===== src/rtl/usart_pkg.sv =====
// Shared USART definitions: command codes and the TX-queue drain FSM states.
package usart_pkg;

    typedef enum logic [2:0] {
        CMD_NOP = 3'd0,
        CMD_TX  = 3'd2
    } usart_cmd_e;

    typedef enum logic [1:0] {
        IDLE,
        ISSUE,
        WAIT_BUSY,
        WAIT_DONE
    } drain_state_e;

    // A transmitter that never drops tx_ready is assumed to have taken the byte
    localparam int BUSY_TIMEOUT = 4;
    localparam int BUSY_CNT_W   = 2;
    localparam int OVF_CNT_W    = 8;

endpackage


===== src/rtl/usart_tx_queue_if.sv =====
// Handshake between the TX queue (master) and usart_ctrl (slave).
interface usart_tx_queue_if #(
    parameter int DATA_WIDTH = 8
) ();
    import usart_pkg::*;

    logic                  usart_write;
    usart_cmd_e            usart_cmd;
    logic [DATA_WIDTH-1:0] usart_data;
    logic                  tx_ready;

    modport master (
        output usart_write,
        output usart_cmd,
        output usart_data,
        input  tx_ready
    );

    modport slave (
        input  usart_write,
        input  usart_cmd,
        input  usart_data,
        output tx_ready
    );

endinterface


===== src/rtl/sync_fifo.sv =====
// Single-clock FIFO with occupancy count; a push while full is only taken
// when a pop frees a slot in the same cycle.
module sync_fifo #(
    parameter int DEPTH      = 8,
    parameter int DATA_WIDTH = 8
) (
    input  logic                    clk,
    input  logic                    reset_n,
    input  logic                    i_push,
    input  logic                    i_pop,
    input  logic [DATA_WIDTH-1:0]   i_wdata,
    output logic [DATA_WIDTH-1:0]   o_rdata,
    output logic                    o_full,
    output logic                    o_empty,
    output logic [$clog2(DEPTH):0]  o_level
);
    localparam int AW = $clog2(DEPTH);
    localparam int LW = AW + 1;

    logic [DATA_WIDTH-1:0] r_mem [DEPTH];
    logic [AW-1:0]         r_wr_ptr;
    logic [AW-1:0]         r_rd_ptr;
    logic [LW-1:0]         r_level;
    logic                  w_do_push;
    logic                  w_do_pop;

    assign w_do_pop  = i_pop & ~o_empty;
    assign w_do_push = i_push & (~o_full | w_do_pop);

    // Power-of-two depth lets the pointers wrap by plain overflow
    always_ff @(posedge clk or negedge reset_n) begin
        if (!reset_n) begin
            r_wr_ptr <= '0;
            r_rd_ptr <= '0;
            r_level  <= '0;
        end else begin
            if (w_do_push) r_wr_ptr <= r_wr_ptr + AW'(1);
            if (w_do_pop)  r_rd_ptr <= r_rd_ptr + AW'(1);
            case ({w_do_push, w_do_pop})
                2'b10:   r_level <= r_level + LW'(1);
                2'b01:   r_level <= r_level - LW'(1);
                default: r_level <= r_level;
            endcase
        end
    end

    always_ff @(posedge clk) begin
        if (w_do_push) r_mem[r_wr_ptr] <= i_wdata;
    end

    assign o_rdata = r_mem[r_rd_ptr];
    assign o_full  = (r_level == LW'(DEPTH));
    assign o_empty = (r_level == '0);
    assign o_level = r_level;

endmodule


===== src/rtl/usart_tx_queue.sv =====
// CPU-to-USART transmit queue: edge-detected bus writes feed a FIFO that a
// small FSM drains into usart_ctrl. Define USART_TXQ_OVERFLOW_CNT_EN for a drop counter.
module usart_tx_queue #(
    parameter int DEPTH      = 8,
    parameter int DATA_WIDTH = 8
) (
    input  logic                   clk,
    input  logic                   reset_n,
    input  logic                   wr_req,
    input  logic [DATA_WIDTH-1:0]  wr_data,
    output logic                   full,
    output logic                   empty,
    output logic [$clog2(DEPTH):0] level,
`ifdef USART_TXQ_OVERFLOW_CNT_EN
    output logic [7:0]             overflow_cnt,
`endif
    usart_tx_queue_if.master       usart_if
);
    import usart_pkg::*;

    logic                  r_wr_req_q;
    logic                  r_armed;
    logic                  w_push;
    logic                  w_pop;
    logic [DATA_WIDTH-1:0] w_head;
    logic [DATA_WIDTH-1:0] r_usart_data;
    drain_state_e          r_state;
    drain_state_e          w_next_state;
    logic [BUSY_CNT_W-1:0] r_busy_cnt;
    logic                  w_usart_write;
    usart_cmd_e            w_usart_cmd;

    // r_armed masks the first cycle after reset so a wr_req already high is not an edge
    always_ff @(posedge clk or negedge reset_n) begin
        if (!reset_n) begin
            r_wr_req_q <= 1'b0;
            r_armed    <= 1'b0;
        end else begin
            r_wr_req_q <= wr_req;
            r_armed    <= 1'b1;
        end
    end

    assign w_push = r_armed & wr_req & ~r_wr_req_q;

    sync_fifo #(
        .DEPTH      (DEPTH),
        .DATA_WIDTH (DATA_WIDTH)
    ) u_fifo (
        .clk     (clk),
        .reset_n (reset_n),
        .i_push  (w_push),
        .i_pop   (w_pop),
        .i_wdata (wr_data),
        .o_rdata (w_head),
        .o_full  (full),
        .o_empty (empty),
        .o_level (level)
    );

    always_ff @(posedge clk or negedge reset_n) begin
        if (!reset_n) begin
            r_state      <= IDLE;
            r_busy_cnt   <= '0;
            r_usart_data <= '0;
        end else begin
            r_state <= w_next_state;
            if (r_state != WAIT_BUSY) r_busy_cnt <= '0;
            else                      r_busy_cnt <= r_busy_cnt + BUSY_CNT_W'(1);
            if (w_pop) r_usart_data <= w_head;
        end
    end

    always_comb begin
        w_next_state  = r_state;
        w_pop         = 1'b0;
        w_usart_write = 1'b0;
        w_usart_cmd   = CMD_NOP;
        case (r_state)
            IDLE: begin
                if (!empty && usart_if.tx_ready) begin
                    w_pop        = 1'b1;
                    w_next_state = ISSUE;
                end
            end
            ISSUE: begin
                w_usart_write = 1'b1;
                w_usart_cmd   = CMD_TX;
                w_next_state  = WAIT_BUSY;
            end
            WAIT_BUSY: begin
                if (!usart_if.tx_ready)
                    w_next_state = WAIT_DONE;
                else if (r_busy_cnt == BUSY_CNT_W'(BUSY_TIMEOUT - 1))
                    w_next_state = IDLE;
            end
            WAIT_DONE: begin
                if (usart_if.tx_ready) w_next_state = IDLE;
            end
            default: w_next_state = IDLE;
        endcase
    end

    assign usart_if.usart_write = w_usart_write;
    assign usart_if.usart_cmd   = w_usart_cmd;
    assign usart_if.usart_data  = r_usart_data;

`ifdef USART_TXQ_OVERFLOW_CNT_EN
    logic                 w_drop;
    logic [OVF_CNT_W-1:0] r_overflow_cnt;

    assign w_drop = w_push & full & ~w_pop;

    always_ff @(posedge clk or negedge reset_n) begin
        if (!reset_n)
            r_overflow_cnt <= '0;
        else if (w_drop && (r_overflow_cnt != '1))
            r_overflow_cnt <= r_overflow_cnt + OVF_CNT_W'(1);
    end

    assign overflow_cnt = r_overflow_cnt;
`endif

endmodule


===== src/flat_wrapper.sv =====
// flat-port wrapper written by rule: the top's interface ports become plain ports
module usart_tx_queue_flat import usart_pkg::*;
#(
    parameter int DEPTH      = 8,
    parameter int DATA_WIDTH = 8
)
  (clk, reset_n, wr_req, wr_data, full, empty, level, usart_if_usart_write, usart_if_usart_cmd, usart_if_usart_data, usart_if_tx_ready);
  usart_tx_queue_if #(.DATA_WIDTH(DATA_WIDTH)) usart_if_i ();
  input  logic clk;
  input  logic reset_n;
  input  logic wr_req;
  input  logic [DATA_WIDTH-1:0] wr_data;
  output logic full;
  output logic empty;
  output logic [$clog2(DEPTH):0] level;
  output wire logic [$bits(usart_if_i.usart_write)-1:0] usart_if_usart_write;
  output wire logic [$bits(usart_if_i.usart_cmd)-1:0] usart_if_usart_cmd;
  output wire logic [$bits(usart_if_i.usart_data)-1:0] usart_if_usart_data;
  input wire logic [$bits(usart_if_i.tx_ready)-1:0] usart_if_tx_ready;
  assign usart_if_usart_write = usart_if_i.usart_write;
  assign usart_if_usart_cmd = usart_if_i.usart_cmd;
  assign usart_if_usart_data = usart_if_i.usart_data;
  assign usart_if_i.tx_ready = usart_if_tx_ready;
  usart_tx_queue #(.DEPTH(DEPTH), .DATA_WIDTH(DATA_WIDTH)) u_core (.clk(clk), .reset_n(reset_n), .wr_req(wr_req), .wr_data(wr_data), .full(full), .empty(empty), .level(level), .usart_if(usart_if_i));
endmodule

===== config.mk =====
export PLATFORM = sky130hd
export DESIGN_NAME = usart_tx_queue_flat
export DESIGN_NICKNAME = d
export VERILOG_FILES = /design/src/rtl/usart_pkg.sv /design/src/rtl/usart_tx_queue_if.sv /design/src/rtl/sync_fifo.sv /design/src/rtl/usart_tx_queue.sv /design/src/flat_wrapper.sv
export SDC_FILE = /design/constraint.sdc
export NUM_CORES = 1
export LEC_CHECK = 0
export CORE_ASPECT_RATIO = 1.5
export CORE_MARGIN = 3
export CORE_UTILIZATION = 45
export CTS_CLUSTER_DIAMETER = 200
export CTS_CLUSTER_SIZE = 24
export DETAILED_ROUTE_END_ITERATION = 8
export PLACE_DENSITY_LB_ADDON = 0.08
export SYNTH_ARGS = -nofsm -noshare
export SYNTH_HDL_FRONTEND = slang
export SYNTH_SLANG_ARGS = --single-unit

===== constraint.sdc =====
create_clock -name clk -period 7.3 [get_ports clk]
set_input_delay 2.19 -clock clk [delete_from_list [all_inputs] [get_ports clk]]
set_output_delay 2.19 -clock clk [all_outputs]
set_load 0.05 [all_outputs]

# Yosys cells after proc, flatten, opt, wreduce, memory -nomap -nowiden
# Memory sizes are Yosys's and may differ from the RTL's. A register that Yosys moved wholly into a read port is not among the register bits.
# Index checks and enable logic that the tools add are counted.
op_classes:
  n_addsub: 5
  eq_ne: 11
  n_mux: 13
  bitwise: 8
  reduce_logical: 7
op_table:
  columns: ["op", "count"]
  rows:
  - ["two-way mux 2 bit", 6]
  - ["equality test 2 bit (second input constant)", 4]
  - ["case mux 2 bit (4 select lines)", 1]
  - ["case mux 4 bit (2 select lines)", 1]
  - ["adder 3 x 1 -> 3 bit (second input constant)", 2]
  - ["two-way mux 1 bit", 5]
  - ["adder 4 x 1 -> 4 bit (second input constant)", 1]
  - ["AND 1 bit", 4]
  - ["equality test 2 x 1 -> 1 bit (second input constant)", 2]
  - ["equality test 4 bit (second input constant)", 1]
  - ["zero test 4 bit", 1]
  - ["!= test 2 bit (second input constant)", 2]
  - ["subtractor 4 x 1 -> 4 bit (second input constant)", 1]
  - ["!= test 3 x 2 -> 1 bit (second input constant)", 1]
  - ["inverter 1 bit", 3]
  - ["AND reduction 3 bit", 1]
  - ["adder 2 x 1 -> 2 bit (second input constant)", 1]
  - ["zero test 1 bit", 2]
  - ["zero test 2 bit", 1]
  - ["!= test 2 x 1 -> 1 bit (second input constant)", 1]
  - ["nonzero test 2 bit", 1]
  - ["logical AND 1 bit", 1]
  - ["OR 1 bit", 1]
totals:
  reg_bits: 16
  mem_bits_rw: 64
  input_bits: 12
  out_inout_bits: 18
  word_cells: 52
  memories: 1
memory_table:
  columns: ["name", "words", "word_bits", "rd", "rd_ports_with_merged_regs", "write_ports", "line", "text"]
  rows:
  - ["u_core.u_fifo.r_mem", 8, 8, 1, 1, 1, "sync_fifo.sv:20", "logic [DATA_WIDTH-1:0] r_mem [DEPTH];"]

# Logic depth before layout (Yosys ltp)
depth:
  word_depth: 10
  mapped_depth: 9
  mapped_depth_nobuf: 9

# Modules after synthesis
# A second synthesis with hierarchy kept.
unflattened:
  cells_unflattened: 201
  hier_area_um2: 3714.8
by_module_without_submodules:
  columns: ["mod", "n_inst", "cells_per_inst", "area_per_inst_um2", "seq_area_each_um2"]
  rows:
  - ["sync_fifo", 1, 162, 3150.5, 2172.1]
  - ["usart_tx_queue", 1, 39, 564.3, 350.3]

# Worst setup path before layout
# No wires, ideal clock.
synth_path:
  path_type: "input port to flip-flop"
  from: "input port usart_if_tx_ready"
  to: "memory u_core.u_fifo.r_mem[0][0] (enable)"
  setup_ns: 0.395
  arrival_ns: 3.719
  required_ns: 6.905
  path_slack_ns: 3.186
  path_stages: 4
  path_buffers: 0
  cell_sequence: "or3b_4 > nor2_2 > o21ai_0 > nor4_1"
synth_between:
  elab_chain_len: 8
synth_lines:
  columns: ["element", "line", "text"]
  rows:
  - ["start, declared", "flat_wrapper.sv:19", "input wire logic [$bits(usart_if_i.tx_ready)-1:0] usart_if_tx_ready;"]
  - ["logical AND 1 bit", "usart_tx_queue.sv:81", "if (!empty && usart_if.tx_ready) begin"]
  - ["two-way mux 1 bit", "usart_tx_queue.sv:81", null]
  - ["two-way mux 1 bit", "usart_tx_queue.sv:79", "case (r_state)"]
  - ["AND 1 bit", "sync_fifo.sv:27", "assign w_do_pop = i_pop & ~o_empty;"]
  - ["OR 1 bit", "sync_fifo.sv:28", "assign w_do_push = i_push & (~o_full | w_do_pop);"]
  - ["AND 1 bit", "sync_fifo.sv:28", null]
  - ["two-way mux 1 bit", "sync_fifo.sv:48", "if (w_do_push) r_mem[r_wr_ptr] <= i_wdata;"]
  - ["two-way mux 1 bit (implied by the code)", "sync_fifo.sv:48", null]
  - ["end, declared", "sync_fifo.sv:20", null]
# No other way between the ends.

# Worst setup path in the final report
layout_path:
  from: "input port usart_if_tx_ready"
  to: "memory u_core.u_fifo.r_mem[3][7] (enable)"
# The elaborated chain is that of the path after synthesis.

==> reports/qor.yml <==
status: "finished clean"
ctsResizeCount: 0
io_buffers: 27
hold_buffers: 0
r2r_start: "u_core.r_state[0]"
crit_arrival_ps: 4510
grt_use_total: 0.1574
postSynth.asyncResetShare: 0.2727
synth-seq-cells: 88
grt_pass1_vias: 1853
postCtsSetupRepairBufs: 0
die_w_um: 78.58
vias: 1744
ios: 30
drt_iter0_markers: 86
gr-total-overflow: 0
synthFlopType: "edfxtp_1"
rsz0062_at_grt: "no"
crit_type: "in -> reg"
ant_nets: 0
layout.nets: 248
yosys_warnings: 0
final_cells: 337
slew_headroom: 0.2322
cts_tree: "done"
place_hpwl_um: 4633
tightestPinTransition_ps: 1143
placed_cells: 321
hp-start: "u_core.r_busy_cnt[0]"
ff2ff_path_depth: 4
timing.rr.end: "u_core.u_fifo.r_mem[3][7]"
area.growth.synth_to_final_pct: 17.14
rows: 39
clkSlewWorstSetupHoldPaths_ps: 60
numCtsBuffers: 9
syn_area_mm2: 0.003556
period_needed_ps: 4561
die-area_mm2: 0.009026
fill_cells: 626
rrSetupSlack_ps: 4670
wire_per_inst_um: 18.97
cts-root-buf: "clkbuf_16"
grt_first_pass_wirelength_um: 10230
die_h_um: 114.9
pwr_density_cell_mw_per_mm2: 403.5
insertion_delay_ps: 330
leakagePower_nw: 1.500
core_mm2: 0.007661
gp_congestion: 0.7549
crit_path_end_kind: "flip-flop"
synth_cell_type_count: 41
synth_edf_count: 64
ir_drop_mv: 0.1822
yosysSeqAreaShare: 0.7094
route.detailed.drc: 0
cts-htree-levels: 3
antenna_found_initial: 0
report.final.setup_viol: 0
drive_gt1_frac: 0.1702
finalHoldViolCount: 0
worstHoldPathCells: 1
tns_ps: 0
clockBufferDepth: 2
hold_path.class: "reg -> reg"
synthCells: 200
fmax_mhz: 219.3
start_util: 0.4642
fin_skew_ps: 4.806
grt_max_degree: 25
cts.sinks: 88
avgSynthCellArea_um2: 17.78
routed_wl_um: 6393
maxCapViolations: 0
vias_per_cell: 5.175
critPathRequiredTime_ps: 7250
drt_pre_antenna_iters: 4
whs_endpoint: "u_core.r_busy_cnt[0]"
path_max_fanout: 8
slew_violations: 0
fin_crit_sh: 0.6248
startpoint_type: "input port"
num_antenna_cells: 0
cells in the mapped netlist, types with 2 or more instances:
cell | n | share of area
mux2i_1 | 10 | 0.028
nor3_1 | 5 | 0.0070
inv_1 | 4 | 0.0042
nor2_1 | 3 | 0.0032
conb_1 | 2 | 0.0021
buf_4 | 5 | 0.011
mux4_2 | 16 | 0.10
buf_2 | 2 | 0.0028
edfxtp_1 | 64 | 0.54
nand2b_1 | 2 | 0.0035
o21ai_0 | 11 | 0.015
dfrtp_1 | 24 | 0.17
ha_1 | 5 | 0.018
xnor2_1 | 6 | 0.015
nand2_1 | 15 | 0.016
routing by layer:
layer | up-vias | GRT usage | share of wire
met5 | - | 0 | 0
met4 | 0 | 0.07701 | 0.026
met3 | 12 | 0.03213 | 0.032
met2 | 45 | 0.2808 | 0.55
met1 | 873 | 0.1786 | 0.40
li1 | 814 | - | -
logic make-up (layout without fill, tap and decap cells):
| kind of cell | count (synthesis) | count (layout) | synth area share |
|---|---|---|---|
| xor+xnor | 7 | 7 | 0.01724 |
| compound gates | 16 | 16 | 0.02604 |
| simple gates | 38 | 38 | 0.06052 |
| buf+inv | 15 | 49 | 0.02463 |
| fa+ha+maj | 6 | 6 | 0.02322 |
| other cells | 2 | 3 | 0.002112 |
| mux | 28 | 28 | 0.1369 |
| flops | 88 | 88 | 0.7094 |
area by class of cell:
type                            count  area (µm²)  share of cell area
Tap cell                          102       127.6             0.03064
Inverter                            5       21.27            0.005107
Clock inverter                      5       33.78            0.008111
Timing Repair Buffer               28       277.8             0.06669
Sequential cell                    88        2522              0.6056
Multi-Input combinational cell     98       949.7              0.2280
Clock buffer                       11       232.7             0.05587
cells in the final DEF (no fill, tap or decap), drive strengths merged, types with 2 or more instances in the layout:
master          n
edfxtp         64
clkdlybuf4s50  27
dfrtp          24
mux4           16
nand2          16
o21ai          11
clkbuf         11
mux2i          10
xnor2           6
nor3            6
ha              5
inv             5
nor2            5
clkinv          5
conb            3
nand2b          2
nor4            2
mux2            2
a21o            2
report_power, final:
group	total [mW]	leakage, nW	internal [mW]	switching, mW
logic	0.538	0.504	0.248	0.290
registers	0.735	0.867	0.613	0.121
clock network	0.408	0.129	0.230	0.178
worst max-delay path: stages:
cell             delay [ps]
clkdlybuf4s50_1         500
or3b_4                  420
nor2_2                  170
o21ai_0                 240
nor3_1                  980
per-stage QoR:
step / hold slack (ps) / worst slack, ps / total power [mW] / utilization / cell area [µm²]
2_1_floorplan: 408.5 / 3186 / 1.131 / - / 3560
3_3_place_gp: 421.9 / 2570 / 1.274 / 0.5089 / 3899
3_5_place_dp: 460.9 / 2378 / 1.293 / 0.5089 / 3899
4_1_cts: 471.0 / 2698 / 1.701 / 0.5437 / 4165
5_1_grt: 483.1 / 2564 / 1.775 / 0.5437 / 4165
6_report: 462.3 / 2739 / 1.681 / 0.5437 / 4165
worst max path at each step:
stage,from,endpoint,slack (ps),depth (start not counted)
2_1_floorplan,usart_if_tx_ready,u_core.u_fifo.r_mem[0][0],3190,4
3_3_place_gp,usart_if_tx_ready,u_core.u_fifo.r_mem[2][1],2570,5
3_5_place_dp,usart_if_tx_ready,u_core.u_fifo.r_mem[3][0],2380,5
4_1_cts,usart_if_tx_ready,u_core.u_fifo.r_mem[3][7],2700,5
5_1_grt,usart_if_tx_ready,u_core.u_fifo.r_mem[3][7],2560,5
6_report,usart_if_tx_ready,u_core.u_fifo.r_mem[3][7],2740,5
sequential cells by signal, indices dropped and copies added, names as in the netlist:
register / cells
u_core.r_wr_req_q: 1
u_core.usart_if.usart_data: 8
u_core.u_fifo.r_wr_ptr: 3
u_core.r_state: 2
u_core.u_fifo.o_level: 4
u_core.u_fifo.r_mem: 64
u_core.r_armed: 1
u_core.r_busy_cnt: 2
u_core.u_fifo.r_rd_ptr: 3
No activity file was read; power rests on OpenSTA's default activity.
